File: config.mk
export PLATFORM = sky130hd
export DESIGN_NAME = vedic_mul_seq_8x8
export DESIGN_NICKNAME = d
export VERILOG_FILES = /design/src/rtl/vedic_pkg.sv /design/src/rtl/vedic_mul_4_4.sv /design/src/rtl/vedic_mul_seq_8x8.sv
export SDC_FILE = /design/constraint.sdc
export NUM_CORES = 1
export LEC_CHECK = 0
export CORE_MARGIN = 3
export CORE_UTILIZATION = 45
export DETAILED_ROUTE_END_ITERATION = 10
export GPL_TIMING_DRIVEN = 0
export PLACE_DENSITY_LB_ADDON = 0.08
export SLEW_MARGIN = 10
export SYNTH_ARGS = -nofsm -noshare
export SYNTH_HDL_FRONTEND = slang
export SYNTH_SLANG_ARGS = --single-unit
File: constraint.sdc
create_clock -name clk -period 6.2 [get_ports clk]
set_clock_uncertainty 0.15 [all_clocks]
set_input_delay 1.24 -clock clk [delete_from_list [all_inputs] [get_ports clk]]
set_output_delay 1.24 -clock clk [all_outputs]
set_load 0.03 [all_outputs]
File: src/rtl/vedic_pkg.sv
// Shared definitions for the sequential Vedic 8x8 multiplier: FSM encoding,
// step count and the 2x2 Urdhva-Tiryagbhyam building block.
package vedic_pkg;

  typedef enum logic [1:0] {
    StIdle = 2'd0,
    StCalc = 2'd1,
    StDone = 2'd2
  } state_e;

  localparam int unsigned NSTEPS = 4;

  // Vertical-and-crosswise 2x2 product: outer bits vertically, middle column crosswise.
  function automatic logic [3:0] vedic_mul_2x2(input logic [1:0] x, input logic [1:0] y);
    logic p0, p1, p2, p3, c1;
    p0 = x[0] & y[0];
    p1 = (x[1] & y[0]) ^ (x[0] & y[1]);
    c1 = (x[1] & y[0]) & (x[0] & y[1]);
    p2 = (x[1] & y[1]) ^ c1;
    p3 = (x[1] & y[1]) & c1;
    return {p3, p2, p1, p0};
  endfunction

endpackage

File: src/rtl/vedic_mul_4_4.sv
// Combinational 4x4 Vedic multiplier assembled from four 2x2 Vedic blocks.
module vedic_mul_4_4
  import vedic_pkg::*;
(
  input  logic [3:0] x,
  input  logic [3:0] y,
  output logic [7:0] p
);

  logic [3:0] q_ll, q_lh, q_hl, q_hh;

  assign q_ll = vedic_mul_2x2(x[1:0], y[1:0]);
  assign q_lh = vedic_mul_2x2(x[1:0], y[3:2]);
  assign q_hl = vedic_mul_2x2(x[3:2], y[1:0]);
  assign q_hh = vedic_mul_2x2(x[3:2], y[3:2]);

  assign p = {4'b0, q_ll} + {2'b0, q_lh, 2'b0} + {2'b0, q_hl, 2'b0} + {q_hh, 4'b0};

endmodule

File: src/rtl/vedic_mul_seq_8x8.sv
// Sequential 8x8 unsigned multiplier: one shared 4x4 Vedic core stepped over the
// four nibble pairs, accumulated into a 16-bit register, valid/ready on both sides.
module vedic_mul_seq_8x8
  import vedic_pkg::*;
(
  input  logic        clk,
  input  logic        rst_n,
  input  logic        clr,
  input  logic        in_valid,
  output logic        in_ready,
  input  logic [7:0]  a,
  input  logic [7:0]  b,
  output logic        out_valid,
  input  logic        out_ready,
  output logic [15:0] product,
  output logic        busy
);

  localparam logic [1:0] LastStep = 2'(NSTEPS - 1);

  state_e      state_q, state_d;
  logic [1:0]  step_q, step_d;
  logic [15:0] acc_q, acc_d;
  logic [7:0]  a_q, a_d, b_q, b_d;
  logic [15:0] product_q, product_d;

  logic [3:0]  a_nib, b_nib;
  logic [7:0]  pp;
  logic [15:0] pp_shifted;
  logic        accept;

  // step[1] selects the a nibble, step[0] the b nibble.
  assign a_nib = step_q[1] ? a_q[7:4] : a_q[3:0];
  assign b_nib = step_q[0] ? b_q[7:4] : b_q[3:0];

  vedic_mul_4_4 u_mul (
    .x (a_nib),
    .y (b_nib),
    .p (pp)
  );

  always_comb begin
    pp_shifted = 16'h0000;
    unique case (step_q)
      2'd0:    pp_shifted = {8'h00, pp};
      2'd1:    pp_shifted = {4'h0, pp, 4'h0};
      2'd2:    pp_shifted = {4'h0, pp, 4'h0};
      default: pp_shifted = {pp, 8'h00};
    endcase
  end

  assign out_valid = (state_q == StDone);
  assign busy      = (state_q != StIdle);
  assign in_ready  = (state_q == StIdle) || ((state_q == StDone) && out_ready);
  assign accept    = in_valid && in_ready;
  assign product   = product_q;

  always_comb begin
    state_d   = state_q;
    step_d    = step_q;
    acc_d     = acc_q;
    a_d       = a_q;
    b_d       = b_q;
    product_d = product_q;
    if (clr) begin
      state_d = StIdle;
      step_d  = 2'd0;
    end else begin
      unique case (state_q)
        StIdle: begin
          if (accept) begin
            state_d = StCalc;
            step_d  = 2'd0;
            acc_d   = 16'h0000;
            a_d     = a;
            b_d     = b;
          end
        end
        StCalc: begin
          acc_d  = acc_q + pp_shifted;
          step_d = step_q + 2'd1;
          if (step_q == LastStep) begin
            state_d   = StDone;
            product_d = acc_d;
          end
        end
        StDone: begin
          if (out_ready) begin
            // in_ready is high here, so a pending operand is taken in the same cycle.
            if (in_valid) begin
              state_d = StCalc;
              step_d  = 2'd0;
              acc_d   = 16'h0000;
              a_d     = a;
              b_d     = b;
            end else begin
              state_d = StIdle;
            end
          end
        end
        default: begin
          state_d = StIdle;
          step_d  = 2'd0;
        end
      endcase
    end
  end

  always_ff @(posedge clk or negedge rst_n) begin
    if (!rst_n) begin
      state_q   <= StIdle;
      step_q    <= 2'd0;
      acc_q     <= 16'h0000;
      a_q       <= 8'h00;
      b_q       <= 8'h00;
      product_q <= 16'h0000;
    end else begin
      state_q   <= state_d;
      step_q    <= step_d;
      acc_q     <= acc_d;
      a_q       <= a_d;
      b_q       <= b_d;
      product_q <= product_d;
    end
  end

endmodule

==> results by group, run 1 <==
Run status
  – Status: finished clean

Pwr
  – Clk pwr share: between 10 and 15%
  – Sw frac: roughly 42%
  – Reg power frac: 31.5%
  – Pwr Density: 334 mW/mm²
  – Comb pwr share: 54.3%
  – P_sw: 580 µW
  – Worst vdd ir: 122 µV
  – Leakage: 1.89 nW
  – Internal power: 793 µW

STA
  – Final WS setup: 426 ps
  – RSZ-0062 raised after global routing: false
  – # setup viols final: 0
  – Tightest Pin Transition: ~570 ps
  – Setup_tns: 0 ps
  – Peak Freq: approximately 170 MHz
  – Max-slew violations: 0
  – Worst slew margin: 62.1%
  – Fin crit period: approximately 5800 ps
  – Final period utilization: 93.1%
  – Final Hold Fails: 0

Hold path
  – Hold Crit Class: flip-flop to flip-flop
  – Worst Hold End: product[11]
  – Worst Hold Launch: product[11]
  – Hold depth: 2

Critical path
  – Startpoint Class: flip-flop
  – Reg2Reg Setup Slack: 430 ps
  – CP Capture Type: flip-flop
  – Critical Path RT: around 6200 ps
  – R2r worst-path depth: 22
  – FF-to-FF Start: step_q[0]
  – Critical Path AT: just under 6000 ps
  – Critical Path Fanout Max: 6
  – Kind of critical path: flip-flop to flip-flop
  – R2r endpoint: product[14]

Die
  – Core Area: 0.00729 mm²
  – DIE HEIGHT: 93.1 µm
  – # IOs: 40
  – FP Rows: 31
  – Die width: roughly 93 µm
  – Initial Util: approximately 47%
  – DIE AREA: 0.00867 mm²

Yosys
  – Post-synth top area cell: dfrtp_1
  – Synth warn: 0
  – Number of synthesized register bits: 52
  – Sequential area share after synthesis: a little under two fifths
  – Synth Flop Type: dfrtp_1
  – Synthesized net count: slightly above 400
  – Gate Count Post-Synth: 350
  – Asr flop ratio synth: 100%
  – Mapped Area: 0.00341 mm²
  – Area contributors post-synth: dfrtp_1 (38%), ha_1 (12%), mux2_1 (6.3%), nor2_1 (4.4%), nand2_1 (3.7%)
  – Post-synth EDFFs: 0
  – Area share of the largest cell type after synthesis: 38.1%
  – Mean Syn Cell Area: a little under 10 µm²
  – Netlist cell types: 43

Clocking
  – Cts bufs inserted: 5
  – Root Driver: clkbuf_8
  – CTS max path bufs: 2
  – Clock Latency Late Sink: just over 300 ps
  – H-tree depth: 2
  – Clk sink count: 52
  – CTS tree: built
  – Worst-path clk slew: 100 ps
  – Hold-fix buffers, CTS: 0

Final layout
  – Antenna cells: 0
  – Final nets: 459
  – Most frequent cells in the layout: dfrtp_1 (50), nor2_1 (40), clkdlybuf4s50_1 (38)
  – Most common cell after layout, fill and taps aside: dfrtp_1
  – Finished Core Util: 56.3%
  – Share of cells above drive strength 1: a little under a tenth
  – Fillers: approximately 700
  – Area delta synth->final: 20.3%

Global route
  – Number of global-route vias before repair: 2579
  – Congestion Overflow GR: 0
  – Largest net degree at the start of global routing: 31
  – Number of antenna violations at the first check in global routing: 0
  – First-pass GRT wire length: 12.1 mm
  – Total GRT Usage: 17.5%

Route
  – DRC: 0
  – 1st-pass router iterations: 5
  – ANT nets after route: 0
  – Iter 0 DRT Violations: 98
  – Via count: 2600
  – WL final: between 6 and 7 mm
  – Number of vias per cell: ~5.2
  – Wirelength per Cell: 14.0 µm

Placed design
  – DP Worst Slack: -13.5 ps
  – IO buf count: 39
  – RePlAce Congestion: 0.854
  – Detail Placement HPWL: 5.68 mm

Flow run
  – Max-cap viol count: 0
[through the flow]
stage,instances,power [mW],hold WS [ps],instance area [µm²]
after floorplan,350,0.975,305,3410
after global placement,488,1.15,317,3930
after detailed placement,489,1.16,325,3940
after CTS,496,1.36,345,4030
after global routing,500,1.51,372,4110
final,500,1.37,336,4110
[flip-flops by register name (all words and copies together) (netlist names)]
| signal | cells |
|---|---|
| acc_q | 16 |
| product | 16 |
| a_q | 8 |
| b_q | 8 |
| state_q | 2 |
| step_q | 2 |
[Yosys cell counts (3+ instances only)]
| library cell | number |
|---|---|
| and2_1 | 5 |
| xor2_1 | 8 |
| clkbuf_1 | 9 |
| mux2i_1 | 8 |
| nand2_1 | 34 |
| mux2_1 | 19 |
| o21bai_1 | 3 |
| ha_1 | 33 |
| xnor2_1 | 11 |
| o21ai_0 | 9 |
| a22o_1 | 9 |
| inv_1 | 24 |
| fa_1 | 5 |
| nor2_1 | 40 |
| a21o_1 | 6 |
| nor2b_1 | 6 |
| a22oi_1 | 5 |
| mux2_2 | 3 |
| o21ai_1 | 19 |
| a21oi_1 | 11 |
| dfrtp_1 | 52 |
[power groups by stage]
| stage | Sequential (mW) | Clock [mW] | Combinational, mW |
|---|---|---|---|
| final | 0.433 | 0.195 | 0.745 |
| after global routing | 0.441 | 0.219 | 0.845 |
| after CTS | 0.429 | 0.202 | 0.730 |
| after detailed placement | 0.433 | 0 | 0.727 |
| after global placement | 0.433 | 0 | 0.721 |
| after floorplan | 0.432 | 0 | 0.543 |
[area by class of cell]
type	count	area (µm²)	share of cell area [%]
multi-input combinational	262	2020	49.1
sequential	52	1300	31.8
inverter	26	97.6	2.38
timing repair buffer	45	443	10.8
clock inverter	2	16.3	0.396
clock buffer	6	72.6	1.77
tap	99	124	3.02
buffer	8	31.3	0.762
[worst max-delay path, stage by stage, from the launching register on]
cell      delay [ps]
dfrtp_2          490
mux2i_4          310
nor2_1            70
ha_1             200
ha_1             280
ha_1             150
inv_1             50
fa_1             370
xor2_1           190
fa_1             530
fa_1             470
nand2b_1         160
a21oi_1          150
xor2_1           300
a22oi_1          110
nor2_1           150
ha_1             290
a21oi_1          230
nor4b_4          240
o21ai_1          150
a221oi_2         290
xor2_1           240
o21ai_1           80
[per-layer routing]
metal | global-route usage [%] | share of wire [%] | up-vias | routed length (µm)
li1 | - | - | 1311 | -
met1 | 24.6 | 50 | 1228 | 3470
met2 | 27.8 | 46 | 52 | 3200
met3 | 2.90 | 3.3 | 9 | 231
met4 | 5.13 | 1.3 | 0 | 91
met5 | 0 | 0 | - | 0
[worst max-delay path by stage]
stage               from     endpoint  slack, ps  cells after the start
2_1_floorplan  step_q[0]  product[15]        710                     24
3_3_place_gp   step_q[0]  product[14]         40                     23
3_5_place_dp   step_q[0]    acc_q[15]        -10                     24
4_1_cts        step_q[1]    acc_q[15]         30                     24
5_1_grt        step_q[0]  product[14]         20                     22
6_report       step_q[0]  product[14]        430                     22
[cell families (layout without fill, tap and decap cells)]
logic type / after synthesis / count (layout) / synth area share [%]
buf+inv: 36 / 87 / 4.00
mux: 30 / 30 / 9.60
flops: 52 / 52 / 38.1
compound gates: 78 / 78 / 15.5
simple gates: 97 / 97 / 12.8
xor+xnor: 19 / 19 / 4.88
fa+ha+maj: 38 / 38 / 15.0
[repair_timing]
item / 4_1_cts / 5_1_grt
buffers inserted: 0 / 5
endpoints found under the hold margin: 0 / 0
resized for setup: 0 / 10
pin swaps: 0 / 1
endpoints found under the setup margin: 4 / 14
Power figures use the tool's default switching activity.
==> run 2: changes to the inputs <==
ABC_CLOCK_PERIOD_IN_PS = 6200   (was not set)
CORE_MARGIN = not set   (was 3)
CTS_BUF_LIST = sky130_fd_sc_hd__clkbuf_4   (was not set)
==> run 2 against run 1 <==
Net effect:
- final cell count shrank 0.20%
- clock power is 43% higher
- critical path type unchanged
- combinational power is 0.9% higher
- maximum frequency decreased by 0.74%
- count of clock-buffer cells in the layout shrank 1
==> results by group, run 2 (same netlist as run 1, synthesis figures left out) <==
STA
  – Worst slew margin: 61.3% (-0.78 points)
  – Tightest Pin Transition: 578 ps (+11.7 ps)
  – # setup viols final: 0 (unchanged)
  – Peak Freq: 172 MHz (-0.74%)
  – Final WS setup: 383 ps (-42.8 ps)
  – Fin crit period: 5820 ps (+42.8 ps)
  – Final period utilization: 93.8% (+0.69 points)
  – Worst hold slack: 350 ps (+13.4 ps)
  – Final Hold Fails: 0 (unchanged)
  – Max-slew violations: 0 (unchanged)

Final layout
  – Finished Core Util: 56.8% (+0.53 points)
  – Fillers: 676 (-3.2%)
  – FF+latch area: 0.00130 mm² (unchanged)
  – Most common cell after layout, fill and taps aside: dfrtp_1
  – Design area: 0.00414 mm² (+0.94%)
  – Share of cells above drive strength 1: 10.0% (+0.52 points)
  – Most frequent cells in the layout: dfrtp_1 (50), nor2_1 (40), clkdlybuf4s50_1 (38)
  – Antenna cells: 0 (unchanged)
  – Area of the multi-input gates: 0.00202 mm² (+0.37%)
  – Final nets: 458 (-0.22%)
  – Area delta synth->final: 21.4%

Route
  – WL final: 7.00 mm (about the same)
  – Wirelength per Cell: 14.0 µm (+0.29%)
  – Number of vias per cell: 5.23 (+0.62%)
  – Via count: 2611 (+0.42%)
  – Iter 0 DRT Violations: 67 (-32%)
  – DRC: 0 (unchanged)
  – ANT nets after route: 0 (unchanged)
  – 1st-pass router iterations: 4 (-1)

Clocking
  – Hold-fix buffers, CTS: 0 (unchanged)
  – H-tree depth: 2 (unchanged)
  – Cts bufs inserted: 5 (unchanged)
  – Clk sink count: 52 (unchanged)
  – Clock Latency Late Sink: 380 ps (+70 ps)
  – CTS tree: built
  – CTS max path bufs: 2 (unchanged)
  – Worst-path clk slew: 160 ps (+60 ps)
  – Root Driver: clkbuf_4

Flow run
  – Max-cap viol count: 0 (unchanged)

Placed design
  – Detail Placement HPWL: 5.57 mm (-2.0%)
  – RePlAce Congestion: 0.817 (-4.3%)
  – DP Worst Slack: -29.0 ps (-15.6 ps)
  – Cell Area, Placed: 0.00394 mm² (unchanged)
  – IO buf count: 39 (unchanged)

Global route
  – Total GRT Usage: 20.0% (+2.5 points)
  – Number of antenna violations at the first check in global routing: 0 (unchanged)
  – GR Layer Usage met3: 3.60% (+0.70 points)
  – First-pass GRT wire length: 12.2 mm (+1.1%)
  – Busiest grt layer: met2
  – Congestion Overflow GR: 0 (unchanged)
  – GR met2 Demand/Resource: 32.3% (+4.6 points)
  – Largest net degree at the start of global routing: 33 (+6.5%)
  – Number of global-route vias before repair: 2622 (+1.7%)
  – Met1 GRT Util: 27.3% (+2.7 points)

Die
  – DIE AREA: 0.00794 mm² (-8.4%)
  – DIE HEIGHT: 89.1 µm (-4.3%)
  – Initial Util: 46.8% (unchanged)
  – Die width: 89.1 µm (-4.3%)
  – FP Rows: 31 (unchanged)
  – Core Area: 0.00729 mm² (unchanged)
  – # IOs: 40 (unchanged)

Pwr
  – Pwr Density: 353 mW/mm² (+5.7%)
  – Pwr Total: 1.46 mW (+6.7%)
  – Worst vdd ir: 160 µV (+31%)
  – Leakage: 1.91 nW (+1.1%)

Critical path
  – Buffers & Inverters on Critical Path: 1 (unchanged)
  – Critical path, cell by cell: mux2i_4, nor2_1, ha_1, ha_1, ha_1, inv_1, fa_1, xor2_1, fa_1, fa_1, nand2b_1, a21oi_1, xor2_1, a22oi_1, nor2_1, ha_1, o21ai_0, o211ai_1, a221o_1, a21o_1, a21oi_2, xnor2_1, o21ai_1
  – Kind of critical path: flip-flop to flip-flop
  – Startpoint Class: flip-flop
  – Critical Path Fanout Max: 5 (-1)
  – CP top delay family: adder cells
  – CP Capture Type: flip-flop
  – Critical Path RT: 6310 ps (+80 ps)
  – Slowest Stage Delay on Critical Path: 530 ps (about the same)
  – Critical Path AT: 5930 ps (+120 ps)
  – CP max stage cell: fa_1
  – Crit-path most repeated cell: ha_1

Run status
  – Status: finished clean

Hold path
  – Hold Crit Class: flip-flop to flip-flop
## run 2: power breakdown
part | leakage (nW) | total [mW] | internal (mW) | switching, mW
Clock | 0.0654 | 0.278 | 0.166 | 0.112
Combinational | 1.17 | 0.752 | 0.319 | 0.433
Sequential | 0.680 | 0.434 | 0.394 | 0.0397
Total | 1.91 | 1.46 | 0.880 | 0.585
## run 2: repair_timing
action,4_1_cts,5_1_grt
gates cloned,0,0
setup endpoints to repair,4,14
setup buffers,0,4
resized for setup,0,11
pin swaps,0,1
## run 2: final cells by class
class / count / share of cell area [%]
clock buffers: 5 / 0.906
multi-input cells: 262 / 48.9
plain buffers: 8 / 0.755
inverters: 26 / 2.36
clock inverters: 3 / 2.17
flip-flops and latches: 52 / 31.5
repair buffers: 44 / 10.5
well taps: 99 / 2.99
## run 2: per-stage QoR
stage / TNS [ps] / instances
floorplan: 0 / 350
global placement: 0 / 488
detailed placement: -49.4 / 489
CTS: 0 / 496
global route: -20.5 / 499
finish: 0 / 499
## run 2: final timing paths
kind	end	from	slack, ps	cells past startpoint
setup / recovery	acc_q[15]	step_q[0]	380	23
setup reg to reg	acc_q[15]	step_q[0]	380	23
hold / removal	product[14]	product[14]	350	2
min in group asynchronous	product[1]	rst_n	650	1
max in group asynchronous	b_q[5]	rst_n	4700	2
hold reg to reg	product[14]	product[14]	350	2
## run 2: layer usage
metal / vias up / routed length (µm)
met5: - / 0
met4: 0 / 109
met3: 9 / 225
met2: 48 / 3250
met1: 1248 / 3420
li1: 1306 / -
## run 2: worst reg2reg max path: stages (launching register included)
cell and delay [ps]:
dfrtp_2 510, mux2i_4 310, nor2_1 70, ha_1 200
ha_1 270, ha_1 160, inv_1 50, fa_1 370
xor2_1 190, fa_1 530, fa_1 480, nand2b_1 160
a21oi_1 150, xor2_1 300, a22oi_1 130, nor2_1 140
ha_1 300, o21ai_0 240, o211ai_1 130, a221o_1 310
a21o_1 170, a21oi_2 140, xnor2_1 170, o21ai_1 80
==> run 3: changes to the inputs <==
CORE_ASPECT_RATIO = 1.25   (was not set)
MAX_ROUTING_LAYER = met4   (was not set)
==> run 3 against run 2 <==
Net effect:
- maximum frequency down 0.35%
- die area about the same
- register-to-register slack worse by 20 ps
- critical path type unchanged
- hold slack better by 3.3 ps
- critical endpoint unchanged
- count of clock-buffer cells in the layout unchanged
- combinational power fell by 3.7%
- global-route usage decreased by 0.25 points
==> results by group, run 3 (same netlist as run 1, synthesis figures left out) <==
Route
  – WL final: 6.83 mm (-2.5%)
  – Via count: 2550 (-2.3%)
  – Number of vias per cell: 5.21 (-0.34%)
  – 1st-pass router iterations: 4 (unchanged)
  – Wirelength per Cell: 14.0 µm (-0.52%)
  – DR WL met2: 3.64 mm (+12%)
  – Iter 0 DRT Violations: 107 (+60%)
  – ANT nets after route: 0 (unchanged)
  – M1 WL: 2.90 mm (-15%)
  – Met3 Wirelength: 180 µm (-20%)
  – DRC: 0 (unchanged)
  – Max layer used: met4

Final layout
  – Fin cells: 489 (-2.0%)
  – Fillers: 708 (+4.7%)
  – Design area: 0.00402 mm² (-3.1%)
  – Most common cell after layout, fill and taps aside: dfrtp_1
  – Most frequent cells in the layout: dfrtp_1 (50), nor2_1 (40), clkdlybuf4s50_1 (38)
  – Finished Core Util: 54.6% (-2.3 points)
  – Final nets: 455 (-0.66%)
  – Area delta synth->final: 17.6%
  – Share of cells above drive strength 1: 8.56% (-1.4 points)
  – Antenna cells: 0 (unchanged)

Global route
  – Number of global-route vias before repair: 2594 (-1.1%)
  – Congestion Overflow GR: 0 (unchanged)
  – Total GRT Usage: 19.7% (-0.25 points)
  – Largest net degree at the start of global routing: 33 (unchanged)
  – Number of antenna violations at the first check in global routing: 0 (unchanged)
  – First-pass GRT wire length: 11.9 mm (-2.6%)

Critical path
  – Critical Path Fanout Max: 7 (+2)
  – Kind of critical path: flip-flop to flip-flop
  – Critical Path RT: 6300 ps (about the same)
  – CP Capture Type: flip-flop
  – Startpoint Class: flip-flop
  – Critical Path AT: 5940 ps (about the same)

Die
  – Core Area: 0.00736 mm² (+0.89%)
  – Die width: 79.9 µm (-10%)
  – DIE AREA: 0.00794 mm² (about the same)
  – DIE HEIGHT: 99.4 µm (+12%)
  – # IOs: 40 (unchanged)
  – Initial Util: 46.4% (-0.41 points)
  – FP Rows: 35 (+13%)

Placed design
  – Cell Area, Placed: 0.00393 mm² (-0.22%)
  – DP Worst Slack: 23.6 ps (+52.6 ps)
  – Detail Placement HPWL: 5.62 mm (+1.0%)
  – Inst Count DP: 482 (-1.4%)
  – RePlAce Congestion: 0.829 (+1.5%)
  – IO buf count: 39 (unchanged)

STA
  – Peak Freq: 171 MHz (-0.35%)
  – Final Hold Fails: 0 (unchanged)
  – RSZ-0062 raised after global routing: false
  – Worst slew margin: 63.3% (+2.0 points)
  – Setup_tns: 0 ps (unchanged)
  – # setup viols final: 0 (unchanged)
  – Tightest Pin Transition: 548 ps (-30.5 ps)
  – Final WS setup: 362 ps (-20.6 ps)
  – Worst hold slack: 353 ps (+3.26 ps)
  – Final period utilization: 94.2% (+0.33 points)
  – Max-slew violations: 0 (unchanged)
  – Fin crit period: 5840 ps (+20.6 ps)

Clocking
  – H-tree depth: 2 (unchanged)
  – Hold-fix buffers, CTS: 0 (unchanged)
  – CTS tree: built
  – Root Driver: clkbuf_4
  – Cts bufs inserted: 5 (unchanged)
  – CTS max path bufs: 2 (unchanged)
  – Worst-path clk slew: 150 ps (about the same)
  – Clk sink count: 52 (unchanged)
  – Clock Latency Late Sink: 380 ps (about the same)

Flow run
  – Max-cap viol count: 0 (unchanged)

Run status
  – Status: finished clean

Pwr
  – Worst vdd ir: 220 µV (+38%)
  – Pwr Density: 327 mW/mm² (-7.6%)
  – Leakage: 1.85 nW (-3.3%)
  – Pwr Total: 1.31 mW (-10%)

Hold path
  – Hold Crit Class: flip-flop to flip-flop
## run 3: metal layers
layer | vias to the layer above | global-route usage (%)
li1 | 1304 | -
met1 | 1200 | 23.0
met2 | 38 | 34.8
met3 | 8 | 3.03
met4 | 0 | 5.36
met5 | - | -
## run 3: worst paths after layout
| check | end | slack (ps) | from | depth (start not counted) |
|---|---|---|---|---|
| worst min register to register | product[11] | 350 | product[11] | 2 |
| max in group asynchronous | step_q[0] | 4700 | rst_n | 2 |
| worst max register to register | acc_q[15] | 360 | step_q[1] | 24 |
| worst max-delay path | acc_q[15] | 360 | step_q[1] | 24 |
| worst min-delay path | product[11] | 350 | product[11] | 2 |
| min in group asynchronous | acc_q[1] | 640 | rst_n | 1 |
## run 3: final cells by class
type | instances | area (µm²) | share of cell area (%)
clock inverter | 3 | 17.5 | 0.436
multi-input combinational | 262 | 2000 | 49.8
timing repair buffer | 41 | 413 | 10.3
sequential | 52 | 1300 | 32.5
tap | 92 | 115 | 2.87
clock buffer | 5 | 37.5 | 0.935
inverter | 26 | 97.6 | 2.43
buffer | 8 | 31.3 | 0.779
## run 3: report_power, final
| group | total (mW) | internal, mW | switching (mW) |
|---|---|---|---|
| clock network | 0.154 | 0.0441 | 0.110 |
| logic | 0.724 | 0.310 | 0.414 |
| registers | 0.434 | 0.394 | 0.0399 |
## run 3: timing repair
item,in CTS,in global routing
setup endpoints to repair,1,13
endpoints found under the hold margin,0,0
gates resized for setup,2,5
buffers inserted,0,1
pin swaps,0,1
## run 3: worst max-delay path, stage by stage, from the launching register on
cell and delay [ps]:
dfrtp_2 530, mux2i_2 340, nor2_1 90, ha_1 200, ha_1 270, ha_1 160, inv_1 50, fa_1 370
xor2_1 190, fa_1 530, fa_1 460, nand2b_1 160, a21oi_1 150, xor2_1 90, buf_4 150, a22oi_1 130
nor2_1 70, ha_1 360, o21ai_0 270, o211ai_1 130, a221o_1 310, a21o_1 160, a21oi_2 140, xnor2_1 170
o21ai_1 90
